**config.mk**
```make
export PLATFORM = sky130hd
export DESIGN_NAME = register_file_2r1w
export DESIGN_NICKNAME = d
export VERILOG_FILES = /design/src/rtl/regfile_pkg.sv /design/src/rtl/regfile_sweep_ctrl.sv /design/src/rtl/register_file_2r1w.sv
export SDC_FILE = /design/constraint.sdc
export NUM_CORES = 1
export LEC_CHECK = 0
export BUFFER_PORTS_ARGS = -buffer_cell sky130_fd_sc_hd__buf_4
export CORE_ASPECT_RATIO = 0.7
export CORE_MARGIN = 5
export CORE_UTILIZATION = 35
export CTS_CLUSTER_DIAMETER = 40
export DETAILED_ROUTE_END_ITERATION = 16
export GPL_ROUTABILITY_DRIVEN = 0
export PLACE_DENSITY_LB_ADDON = 0.25
export SLEW_MARGIN = 15
export SYNTH_ARGS = -nofsm -noshare
export SYNTH_HDL_FRONTEND = slang
export SYNTH_SLANG_ARGS = --single-unit
```
**constraint.sdc**
```tcl
create_clock -name clk -period 1.55 [get_ports clk]
set_input_delay 0 -clock clk [delete_from_list [all_inputs] [get_ports clk]]
set_output_delay 0 -clock clk [all_outputs]
set_load 0.1 [all_outputs]
```
**src/rtl/regfile_pkg.sv**
```systemverilog
// Shared types and default sizing for the 2-read/1-write register file.
// Imported by the sweep controller and the storage top.
package regfile_pkg;

  localparam int DEF_WIDTH = 4;
  localparam int DEF_DEPTH = 4;

  typedef enum logic {
    IDLE,
    SWEEP
  } sweep_state_e;

endpackage

```
**src/rtl/regfile_sweep_ctrl.sv**
```systemverilog
// Clear-sweep sequencer: on init, walks entries 0..DEPTH-1,
// one per cycle, then returns to idle.
module regfile_sweep_ctrl
  import regfile_pkg::*;
#(
  parameter int DEPTH = DEF_DEPTH
) (
  input  logic                     clk,
  input  logic                     clr,
  input  logic                     init,
  output logic                     busy,
  output logic [$clog2(DEPTH)-1:0] clr_addr,
  output logic                     clr_en
);

  localparam int ADDR_W = $clog2(DEPTH);
  localparam logic [ADDR_W-1:0] LAST = ADDR_W'(DEPTH - 1);

  sweep_state_e      state_q, state_d;
  logic [ADDR_W-1:0] cnt_q, cnt_d;

  always_ff @(posedge clk) begin
    if (!clr) begin
      state_q <= IDLE;
      cnt_q   <= '0;
    end else begin
      state_q <= state_d;
      cnt_q   <= cnt_d;
    end
  end

  // init is ignored once sweeping; counter wraps to 0 on exit
  always_comb begin
    state_d = state_q;
    cnt_d   = cnt_q;
    unique case (state_q)
      IDLE: begin
        if (init) begin
          state_d = SWEEP;
          cnt_d   = '0;
        end
      end
      SWEEP: begin
        if (cnt_q == LAST) begin
          state_d = IDLE;
          cnt_d   = '0;
        end else begin
          cnt_d = cnt_q + 1'b1;
        end
      end
      default: begin
        state_d = IDLE;
        cnt_d   = '0;
      end
    endcase
  end

  assign busy     = (state_q == SWEEP);
  assign clr_en   = busy;
  assign clr_addr = cnt_q;

endmodule

```
**src/rtl/register_file_2r1w.sv**
```systemverilog
// Register file, two registered read ports, one write port,
// write-through bypass and a one-entry-per-cycle clear sweep.
module register_file_2r1w
  import regfile_pkg::*;
#(
  parameter int WIDTH    = DEF_WIDTH,
  parameter int DEPTH    = DEF_DEPTH,
  parameter int ZERO_REG = 0
) (
  input  logic                     clk,
  input  logic                     clr,
  input  logic                     write,
  input  logic [$clog2(DEPTH)-1:0] wr_address,
  input  logic [WIDTH-1:0]         in,
  input  logic [$clog2(DEPTH)-1:0] r_address_a,
  input  logic [$clog2(DEPTH)-1:0] r_address_b,
  input  logic                     init,
  output logic [WIDTH-1:0]         out_a,
  output logic [WIDTH-1:0]         out_b,
  output logic                     busy,
  output logic                     wr_drop
);

  localparam int ADDR_W = $clog2(DEPTH);

  logic [WIDTH-1:0]  mem_q [DEPTH];
  logic [WIDTH-1:0]  mem_d [DEPTH];
  logic [WIDTH-1:0]  out_a_q, out_a_d;
  logic [WIDTH-1:0]  out_b_q, out_b_d;
  logic              wr_drop_q, wr_drop_d;
  logic              busy_w;
  logic              clr_en;
  logic [ADDR_W-1:0] clr_addr;
  logic              wr_zero;
  logic              wr_ok;

  regfile_sweep_ctrl #(
    .DEPTH(DEPTH)
  ) u_sweep (
    .clk     (clk),
    .clr     (clr),
    .init    (init),
    .busy    (busy_w),
    .clr_addr(clr_addr),
    .clr_en  (clr_en)
  );

  assign wr_zero   = (ZERO_REG != 0) && (wr_address == '0);
  assign wr_ok     = write && !busy_w && !wr_zero;
  assign wr_drop_d = write && busy_w;

  always_comb begin
    for (int i = 0; i < DEPTH; i++) begin
      mem_d[i] = mem_q[i];
    end
    if (wr_ok) begin
      mem_d[wr_address] = in;
    end
    if (clr_en) begin
      mem_d[clr_addr] = '0;
    end
    if (ZERO_REG != 0) begin
      mem_d[0] = '0;
    end
  end

  // read data reflects this cycle's write or clear, not the stale entry
  always_comb begin
    out_a_d = mem_q[r_address_a];
    if ((ZERO_REG != 0) && (r_address_a == '0)) begin
      out_a_d = '0;
    end else if (wr_ok && (r_address_a == wr_address)) begin
      out_a_d = in;
    end else if (clr_en && (r_address_a == clr_addr)) begin
      out_a_d = '0;
    end
  end

  always_comb begin
    out_b_d = mem_q[r_address_b];
    if ((ZERO_REG != 0) && (r_address_b == '0)) begin
      out_b_d = '0;
    end else if (wr_ok && (r_address_b == wr_address)) begin
      out_b_d = in;
    end else if (clr_en && (r_address_b == clr_addr)) begin
      out_b_d = '0;
    end
  end

  always_ff @(posedge clk) begin
    if (!clr) begin
      for (int i = 0; i < DEPTH; i++) begin
        mem_q[i] <= '0;
      end
      out_a_q   <= '0;
      out_b_q   <= '0;
      wr_drop_q <= 1'b0;
    end else begin
      for (int i = 0; i < DEPTH; i++) begin
        mem_q[i] <= mem_d[i];
      end
      out_a_q   <= out_a_d;
      out_b_q   <= out_b_d;
      wr_drop_q <= wr_drop_d;
    end
  end

  assign out_a   = out_a_q;
  assign out_b   = out_b_q;
  assign busy    = busy_w;
  assign wr_drop = wr_drop_q;

endmodule
```
======== After elaboration in Yosys (flattened, before gate mapping) ========
Memory sizes are Yosys's and may differ from the RTL's.
Index checks and enable logic that the tools add are counted.
word-level totals
  register bits ........................... 12
  bits in writable memories ............... 16
  input port bits ......................... 14
  output and inout bits ................... 10
  logic and storage cells ................. 58
  memories kept ........................... 1
memories
  name   depth  bits a word  rd ports  clocked after memory_dff  wr ports  RTL line                  text
  mem_q  4      4            6         0                         4         register_file_2r1w.sv:26  logic [WIDTH-1:0] mem_q [DEPTH];
operators by class
  add/subtract/negate cells ............... 1
  magnitude comparators ................... 4
  equality and inequality tests ........... 6
  multiplexer cells ....................... 23
  bitwise operators ....................... 9
  reductions and logical operators ........ 9
operator list
  operator             number
  $mux 4               10
  $mux 16              2
  $and 16x16->16       1
  $bwmux 16            1
  $demux 4 s2          2
  $not 16->16          1
  $eq 2x2->1           4
  $logic_and 1x1->1    8
  $ge 3x3->1 const B   2
  $lt 3x1->1 const B   2
  $not 2->3            2
  $mux 1               4
  $mux 2               2
  $or 1x1->1           4
  $pmux 2 s2           1
  $add 2x1->2 const B  1
  $eq 2x2->1 const B   1
  $ne 2x2->1 const B   1
  $pmux 1 s2           1
  $logic_not 1->1      1
  $not 1->1            1

======== Depth between registers and ports, before layout ========
Gate-level depths: netlist of run 1.
  word-level depth ........................ 10
  mapped depth ............................ 5
  gate-level depth less buffers ........... 5

======== By module ========
Synthesis of run 1 repeated with hierarchy kept, for this count alone.
unflattened totals
  cell total of the unflattened synthesis .. 142
  area total of the unflattened synthesis .. 1519.0 um^2
modules (own cells, without submodules)
  module              instances  cells each  area an instance (um^2)  sequential area each (um^2)
  register_file_2r1w  1          129         1375.1                   500.5
  regfile_sweep_ctrl  1          13          143.9                    60.1

======== Worst setup path after synthesis of run 1 ========
No wires, ideal clock.
  path kind ............................... register to register
  start ................................... register u_sweep.state_q (netlist: u_sweep.busy)
  end ..................................... register out_a_q[0] (netlist: out_a[0])
  setup time .............................. 0.122 ns
  arrival time ............................ 1.672 ns
  data required time ...................... 1.428 ns
  path slack .............................. -0.244 ns
  cell stages (with the launch flop) ...... 4
  buffers on the path ..................... 1
  clock period less this slack ............ 1.794 ns
  cell sequence ........................... dfxtp_1 -> buf_2 -> and3_1 -> o31ai_1
between the ends
  cells in the longest elaborated chain, start to end .. 4
  elaborated cells on any way between the ends .. 6
  those cells by class .................... 2 x mux; 4 x reduce/logical
RTL lines
  item                    RTL line                   text
  from (decl)             regfile_sweep_ctrl.sv:19   sweep_state_e state_q, state_d;
  from (signal assigned)  regfile_sweep_ctrl.sv:27   state_q <= state_d;
  $logic_not 1->1         register_file_2r1w.sv:49   assign wr_ok = write && !busy_w && !wr_zero;
  $logic_and 1x1->1       register_file_2r1w.sv:49
  $logic_and 1x1->1       register_file_2r1w.sv:72   end else if (wr_ok && (r_address_a == wr_address)) begin
  $mux 4 *                register_file_2r1w.sv:72
  to (signal assigned)    register_file_2r1w.sv:102  out_a_q <= out_a_d;
  to (decl)               register_file_2r1w.sv:28   logic [WIDTH-1:0] out_a_q, out_a_d;
Every way passes the cells marked *; elsewhere a longest branch is shown, timed or not.
A chain may end at the register's enable or synchronous reset.

==> results by group, run 1 <==
Routing
  – Number of routed nets with antenna violations: 0
  – Vias per std cell: between 5 and 6
  – Via count: roughly 1200
  – DR pass1 iterations: 4
  – Final WL: roughly 3900 µm
  – # DRC: 0
  – DR iter-0 viols: 67
  – Routed len/inst: between 15 and 20 µm

Critical path
  – Worst path slowest cell: nor4b_4
  – R2R cell count: 3
  – Cell depth of the worst setup path: 3
  – CP Class: reg -> reg
  – Worst setup SP type: flip-flop
  – Slowest stage delay, CP: between 500 and 600 ps
  – Data arrival time of the critical path: about 1600 ps
  – Crit path buffers/inverters: 0
  – WP data required: about 1700 ps
  – CP Capture Type: flip-flop
  – CP delay by family, top: simple AND/OR/NAND/NOR gates
  – Crit-path max FO: 17
  – Crit path cell chain: nor4b_4, mux2i_1, nor2_1

Floorplan
  – Die area: 5810 µm²
  – Starting density of the core: 35.7%
  – Die height: about 65 µm
  – Core area: roughly 4300 µm²
  – Io pins: 24
  – Core Rows: 20
  – Chip width: 89.0 µm

Synth
  – Cell count after synthesis: roughly 150
  – Largest family of logic cells by synthesized area: multiplexers
  – Mux cell area share after synthesis: between 20 and 25%
  – Synth Flop Type: dfxtp_1
  – Post-Syn Area: 1530 µm²
  – Synth Area in XOR/XNOR: 4.58%
  – Simple-Gate Fraction of Synth Area: around a fifth
  – Syn Area/Cell: 10.3 µm²
  – Synth warn: 0
  – Synth Area in Compound Gates: under 10%
  – Number of synthesized register bits: 28
  – Async SR Flop Fraction: 0%
  – Synth cell types: 25
  – Post-synth EDFFs: 0
  – Synth Net Count: between 150 and 200
  – Adder-Cell Fraction of Synth Area: around 3.3%
  – Seq/Total Area, Yosys: 36.7%

STA
  – Final setup TNS: 0 ps
  – Fin worst setup slack: roughly 170 ps
  – Least-Margin Pin Slew: around 500 ps
  – Final Max Slew Viols: 0
  – Unrepaired setup endpoints after global routing: no
  – Fin Hold WS: around 1.2 ps
  – Final setup fails: 0
  – Final Cycle Share: between 80% and 90%
  – Clk_skew: ~3 ps
  – Rel. slew slack: between 60% and 70%
  – Final Hold Fails: 0
  – FMAX: just over 700 MHz
  – Min cycle time layout: about 1400 ps

Clocking
  – H-tree levels: 1
  – Clock Tree Root: clkbuf_8
  – PostCTS Resize Cnt: 0
  – Setup repair bufs after CTS: 0
  – Worst-path clk slew: approximately 100 ps
  – Clk sinks: 28
  – CTS Buf Count: 3
  – Clk buf depth: 2
  – Clock Latency Late Sink: between 200 and 300 ps
  – CTS tree: yes
  – CTS Hold Bufs: 1

Global routing
  – Largest net degree at the start of global routing: 18
  – Gr ovfl total: 0
  – Vias in the first global route: 1206
  – Initial antenna violation count: 0
  – First-pass GRT wire length: a little over 6000 µm
  – Total GRT Usage: between 10% and 20%

Power
  – Leak: roughly 0.71 nW
  – Comb power frac: 18.4%
  – Clock share of power: a little over a third
  – Internal: roughly 0.0012 W
  – Sw Ratio: 27.4%
  – Sw power: between 0.0004 and 0.0005 W
  – VDD IR max: ~0.46 mV
  – Sequential share of power: 46.5%
  – PwrDens: just over 900 nW/µm²

Cells and area
  – Fill count: about 420
  – End-of-flow core utilization: a little over two fifths
  – Non-Filler Instances: ~220
  – Area growth, synth to finish: 16.4%
  – Fin nets: between 150 and 200
  – Ant. Diodes: 0
  – Multi-input gate area: ~870 µm²
  – Share of cells above drive strength 1: between 20% and 30%
  – Storage cell area: between 500 and 600 µm²

Run status
  – Outcome: complete, no violations

Place
  – I/O Buffers: 23
  – Pre-CTS WS: 235 ps
  – DP Cell Count: ~220
  – Post-DP HPWL: approximately 3000 µm

Hold path
  – Worst hold path class: in -> reg
  – Hold path depth: 2

Flow run
  – Max cap viols: 0
routing by layer:
| layer | routed length (µm) | GRT usage [%] |
|---|---|---|
| met5 | 0 | 0 |
| met4 | 99 | 4.83 |
| met3 | 260 | 3.76 |
| met2 | 1660 | 21.7 |
| met1 | 1850 | 19.5 |
Yosys cell counts, drive strengths merged, types with 2 or more instances:
library cell / instances / area share (%)
ha: 4 / 3.3
inv: 5 / 1.2
o41ai: 2 / 2.1
mux2i: 16 / 10
nand4: 8 / 3.3
o31ai: 6 / 2.9
nand2: 14 / 3.4
nor2: 21 / 5.2
dfxtp: 28 / 37
mux4: 8 / 12
buf: 10 / 5.0
and4bb: 2 / 1.6
xnor2: 8 / 4.6
and2: 4 / 1.6
and3: 5 / 2.7
state kept, by name, indices dropped and copies added (netlist names):
signal	cells
u_sweep.busy	1
u_sweep.clr_addr	2
wr_drop	1
mem_q	16
out_b	4
out_a	4
metrics by stage:
step,cell area [µm²],total power (W)
floorplan,1530,0.00101
global placement,1700,0.00108
detailed placement,1700,0.00108
CTS,1780,0.00166
global route,1780,0.00171
finish,1780,0.00165
power by group through the flow:
stage	combinational, W	clock (W)	sequential [W]
final	0.000304	0.000580	0.000767
after global routing	0.000326	0.000615	0.000771
after CTS	0.000304	0.000594	0.000767
after detailed placement	0.000301	0	0.000784
after global placement	0.000296	0	0.000781
after floorplan	0.000160	0	0.000846
kinds of logic after synthesis:
group	count (synthesis)
buffers and inverters	16
adders and majority gates	4
xor gates and xnor gates	8
AOI/OAI and AO/OA	10
DFF	28
and+or+nand+nor	58
muxes	24
path summary, 6_finish.rpt:
kind	slack, ps	to	start
worst max-delay path	170	mem_q[0][0]$_SDFF_PN0_	u_sweep.busy$_SDFF_PN0_
worst min-delay path	1	wr_drop$_SDFF_PN0_	write
worst max register to register	170	mem_q[0][0]$_SDFF_PN0_	u_sweep.busy$_SDFF_PN0_
worst min register to register	530	mem_q[2][3]$_SDFF_PN0_	mem_q[2][3]$_SDFF_PN0_
cell usage in the layout, fill, tap and decap left out, types with 2 or more instances in the layout:
master	instances
buf_4	24
and3_4	2
mux2i_1	16
and2_1	4
nor2_1	21
inv_1	5
o31ai_1	6
nand2_1	14
dfxtp_1	27
nand4_1	8
o41ai_2	2
mux4_2	8
ha_1	4
and3_1	3
clkbuf_8	3
and4bb_1	2
xnor2_1	8
area by class of cell:
type                            instances  area share [%]
Timing Repair Buffer                   25            10.7
Inverter                                5            1.05
Multi-Input combinational cell        104            48.8
Clock buffer                            3            2.32
Clock inverter                          1            1.69
Sequential cell                        28            31.6
Tap cell                               55            3.87
No activity file was read; power rests on OpenSTA's default activity.
==> run 2: changes to the inputs <==
--- a/config.mk
+++ b/config.mk
@@ -5,10 +5,11 @@
 export SDC_FILE = /design/constraint.sdc
 export NUM_CORES = 1
 export LEC_CHECK = 0
+export ABC_AREA = 0
 export BUFFER_PORTS_ARGS = -buffer_cell sky130_fd_sc_hd__buf_4
 export CORE_ASPECT_RATIO = 0.7
 export CORE_MARGIN = 5
-export CORE_UTILIZATION = 35
+export CORE_UTILIZATION = 55
 export CTS_CLUSTER_DIAMETER = 40
 export DETAILED_ROUTE_END_ITERATION = 16
 export GPL_ROUTABILITY_DRIVEN = 0
==> run 2 against run 1 <==
Hold slack improved by 13 ps. Clock-buffer cell count rose by 1. Final area fell by 2.2%. Critical path type unchanged. Critical endpoint is now mem_q[0][1]$_SDFF_PN0_. Largest power group unchanged.
==> results by group, run 2 (same netlist as run 1, synthesis figures left out) <==
Power
  – Comb power frac: 19.9% (+1.5 points)
  – Leak: 0.703 nW (-0.98%)
  – Sw power: 0.000439 W (-2.9%)
  – Clock share of power: 29.5% (-5.6 points)
  – Sw Ratio: 28.9% (+1.5 points)
  – Sequential share of power: 50.5% (+4.0 points)
  – Internal: 0.00108 W (-9.9%)
  – PwrDens: 873 nW/µm² (-5.9%)
  – VDD IR max: 0.407 mV (-12%)

STA
  – Final setup TNS: 0 ps (unchanged)
  – FMAX: 772 MHz (+6.1%)
  – Clk_skew: 2.09 ps (-0.902 ps)
  – Fin Hold WS: 14.7 ps (+13.4 ps)
  – Final setup fails: 0 (unchanged)
  – Final Hold Fails: 0 (unchanged)
  – Min cycle time layout: 1300 ps (-79.5 ps)
  – Final Max Slew Viols: 0 (unchanged)
  – Least-Margin Pin Slew: 451 ps (-52.9 ps)
  – Unrepaired setup endpoints after global routing: no
  – Rel. slew slack: 69.7% (+3.5 points)
  – Final Cycle Share: 83.6% (-5.1 points)

Cells and area
  – Share of cells above drive strength 1: 25.3% (unchanged)
  – Area growth, synth to finish: 13.8%
  – Max reg flops: 16 (unchanged)
  – Most frequent cells in the layout: 27 x dfxtp_1, 24 x buf_4, 21 x nor2_1, 16 x mux2i_1, 14 x nand2_1
  – Most flops, register: mem_q
  – Most common cell after layout, fill and taps aside: dfxtp_1
  – Fin nets: 185 (unchanged)
  – Ant. Diodes: 0 (unchanged)

Routing
  – DR iter-0 viols: 71 (+6.0%)
  – Routed len/inst: 17.5 µm (-0.22%)
  – DR pass1 iterations: 4 (unchanged)
  – Vias per std cell: 5.90 (+10%)
  – Via count: 1192 (+0.93%)
  – Final WL: 3530 µm (-8.8%)
  – Number of routed nets with antenna violations: 0 (unchanged)
  – # DRC: 0 (unchanged)

Critical path
  – CP Class: reg -> reg
  – RR Startpoint: u_sweep.busy$_SDFF_PN0_
  – CP Capture Type: flip-flop
  – Crit. Startpoint: u_sweep.busy$_SDFF_PN0_
  – Data arrival time of the critical path: 1470 ps (-80 ps)
  – Crit-path max FO: 17 (unchanged)
  – Worst setup SP type: flip-flop
  – R2R cell count: 3 (unchanged)
  – RR Endpoint: mem_q[0][1]$_SDFF_PN0_
  – WP data required: 1720 ps (about the same)
  – Flop2flop setup slack: 250 ps (+80 ps)

Hold path
  – Worst hold path class: in -> reg
  – Hold path depth: 3 (+1)
  – Min-delay src: in[3]
  – WHS Endpoint: mem_q[0][3]$_SDFF_PN0_

Global routing
  – Largest net degree at the start of global routing: 18 (unchanged)
  – Vias in the first global route: 1132 (-6.1%)
  – Total GRT Usage: 20.2% (+5.9 points)
  – Initial antenna violation count: 0 (unchanged)
  – First-pass GRT wire length: 5790 µm (-5.1%)
  – GRT Max-Usage Layer: met2
  – Met2 GRT Util: 31.5% (+9.8 points)
  – Met3 global-route usage: 5.41% (+1.7 points)
  – M1 GR Usage: 27.0% (+7.5 points)
  – Gr ovfl total: 0 (unchanged)

Floorplan
  – Die height: 54.1 µm (-17%)
  – Core area: 2720 µm² (-36%)
  – Io pins: 24 (unchanged)
  – Core Rows: 16 (-20%)
  – Starting density of the core: 56.2% (+20 points)
  – Die area: 3950 µm² (-32%)
  – Chip width: 73.0 µm (-18%)

Clocking
  – PostCTS Resize Cnt: 0 (unchanged)
  – Clock Latency Late Sink: 270 ps (about the same)
  – Clock Tree Root: clkbuf_8
  – Clk sinks: 28 (unchanged)
  – CTS tree: yes
  – CTS Buf Count: 3 (unchanged)
  – H-tree levels: 1 (unchanged)
  – Worst-path clk slew: 90 ps (about the same)
  – Clk buf depth: 2 (unchanged)

Place
  – I/O Buffers: 23 (unchanged)
  – Post-DP HPWL: 2700 µm (-11%)

Run status
  – Outcome: complete, no violations

Flow run
  – Max cap viols: 0 (unchanged)
[run 2: cell types whose count changed in the layout (fill, tap and decap cells not counted), sizes merged]
cell / previous run / this run
clkbuf: 3 / 4
bufinv: 1 / 0
[run 2: area by class of cell]
class / count / area, µm²
Fill cell: 224 / 982
Multi-Input combinational cell: 104 / 870
Sequential cell: 28 / 562
Timing Repair Buffer: 25 / 190
Clock buffer: 4 / 55.1
Tap cell: 36 / 45.0
Inverter: 5 / 18.8
[run 2: timing repair]
action | in CTS | in global routing
endpoints found under the hold margin | 1 | 0
hold buffers | 1 | 0
setup buffers | 0 | 0
[run 2: routing by layer]
metal  part of all wire (%)  up-vias
met1                     43      569
met4                    1.0        0
met3                     10        4
li1                       -      560
met2                     46       59
met5                      0        -
[run 2: power by group through the flow]
stage | registers (W) | logic [W] | clock network, W
floorplan | 0.000846 | 0.000160 | 0
global placement | 0.000782 | 0.000291 | 0
detailed placement | 0.000784 | 0.000297 | 0
CTS | 0.000767 | 0.000301 | 0.000461
global route | 0.000771 | 0.000322 | 0.000498
finish | 0.000768 | 0.000303 | 0.000449
[run 2: worst max path at each step]
stage / to / slack (ps)
2_1_floorplan: out_a[0]$_SDFF_PN0_ / 140
3_3_place_gp: mem_q[0][0]$_SDFF_PN0_ / 310
3_5_place_dp: mem_q[0][1]$_SDFF_PN0_ / 280
4_1_cts: mem_q[0][1]$_SDFF_PN0_ / 260
5_1_grt: mem_q[0][1]$_SDFF_PN0_ / 160
6_report: mem_q[0][1]$_SDFF_PN0_ / 250
[run 2: stage by stage]
stage	setup WS [ps]	std cells	total power (W)	instance area [µm²]	utilization (%)
after CTS	262	202	0.00153	1740	63.9
after detailed placement	278	197	0.00108	1680	61.5
after floorplan	145	148	0.00101	1530	-
after global placement	308	197	0.00107	1680	61.5
after global routing	156	202	0.00159	1740	63.9
final	254	202	0.00152	1740	63.9
[run 2: worst max-delay path, cell delays in order, from the launching register on]
cell and delay, ps:
dfxtp_2 420, nor4b_4 470, mux2i_1 260, nor2_1 50
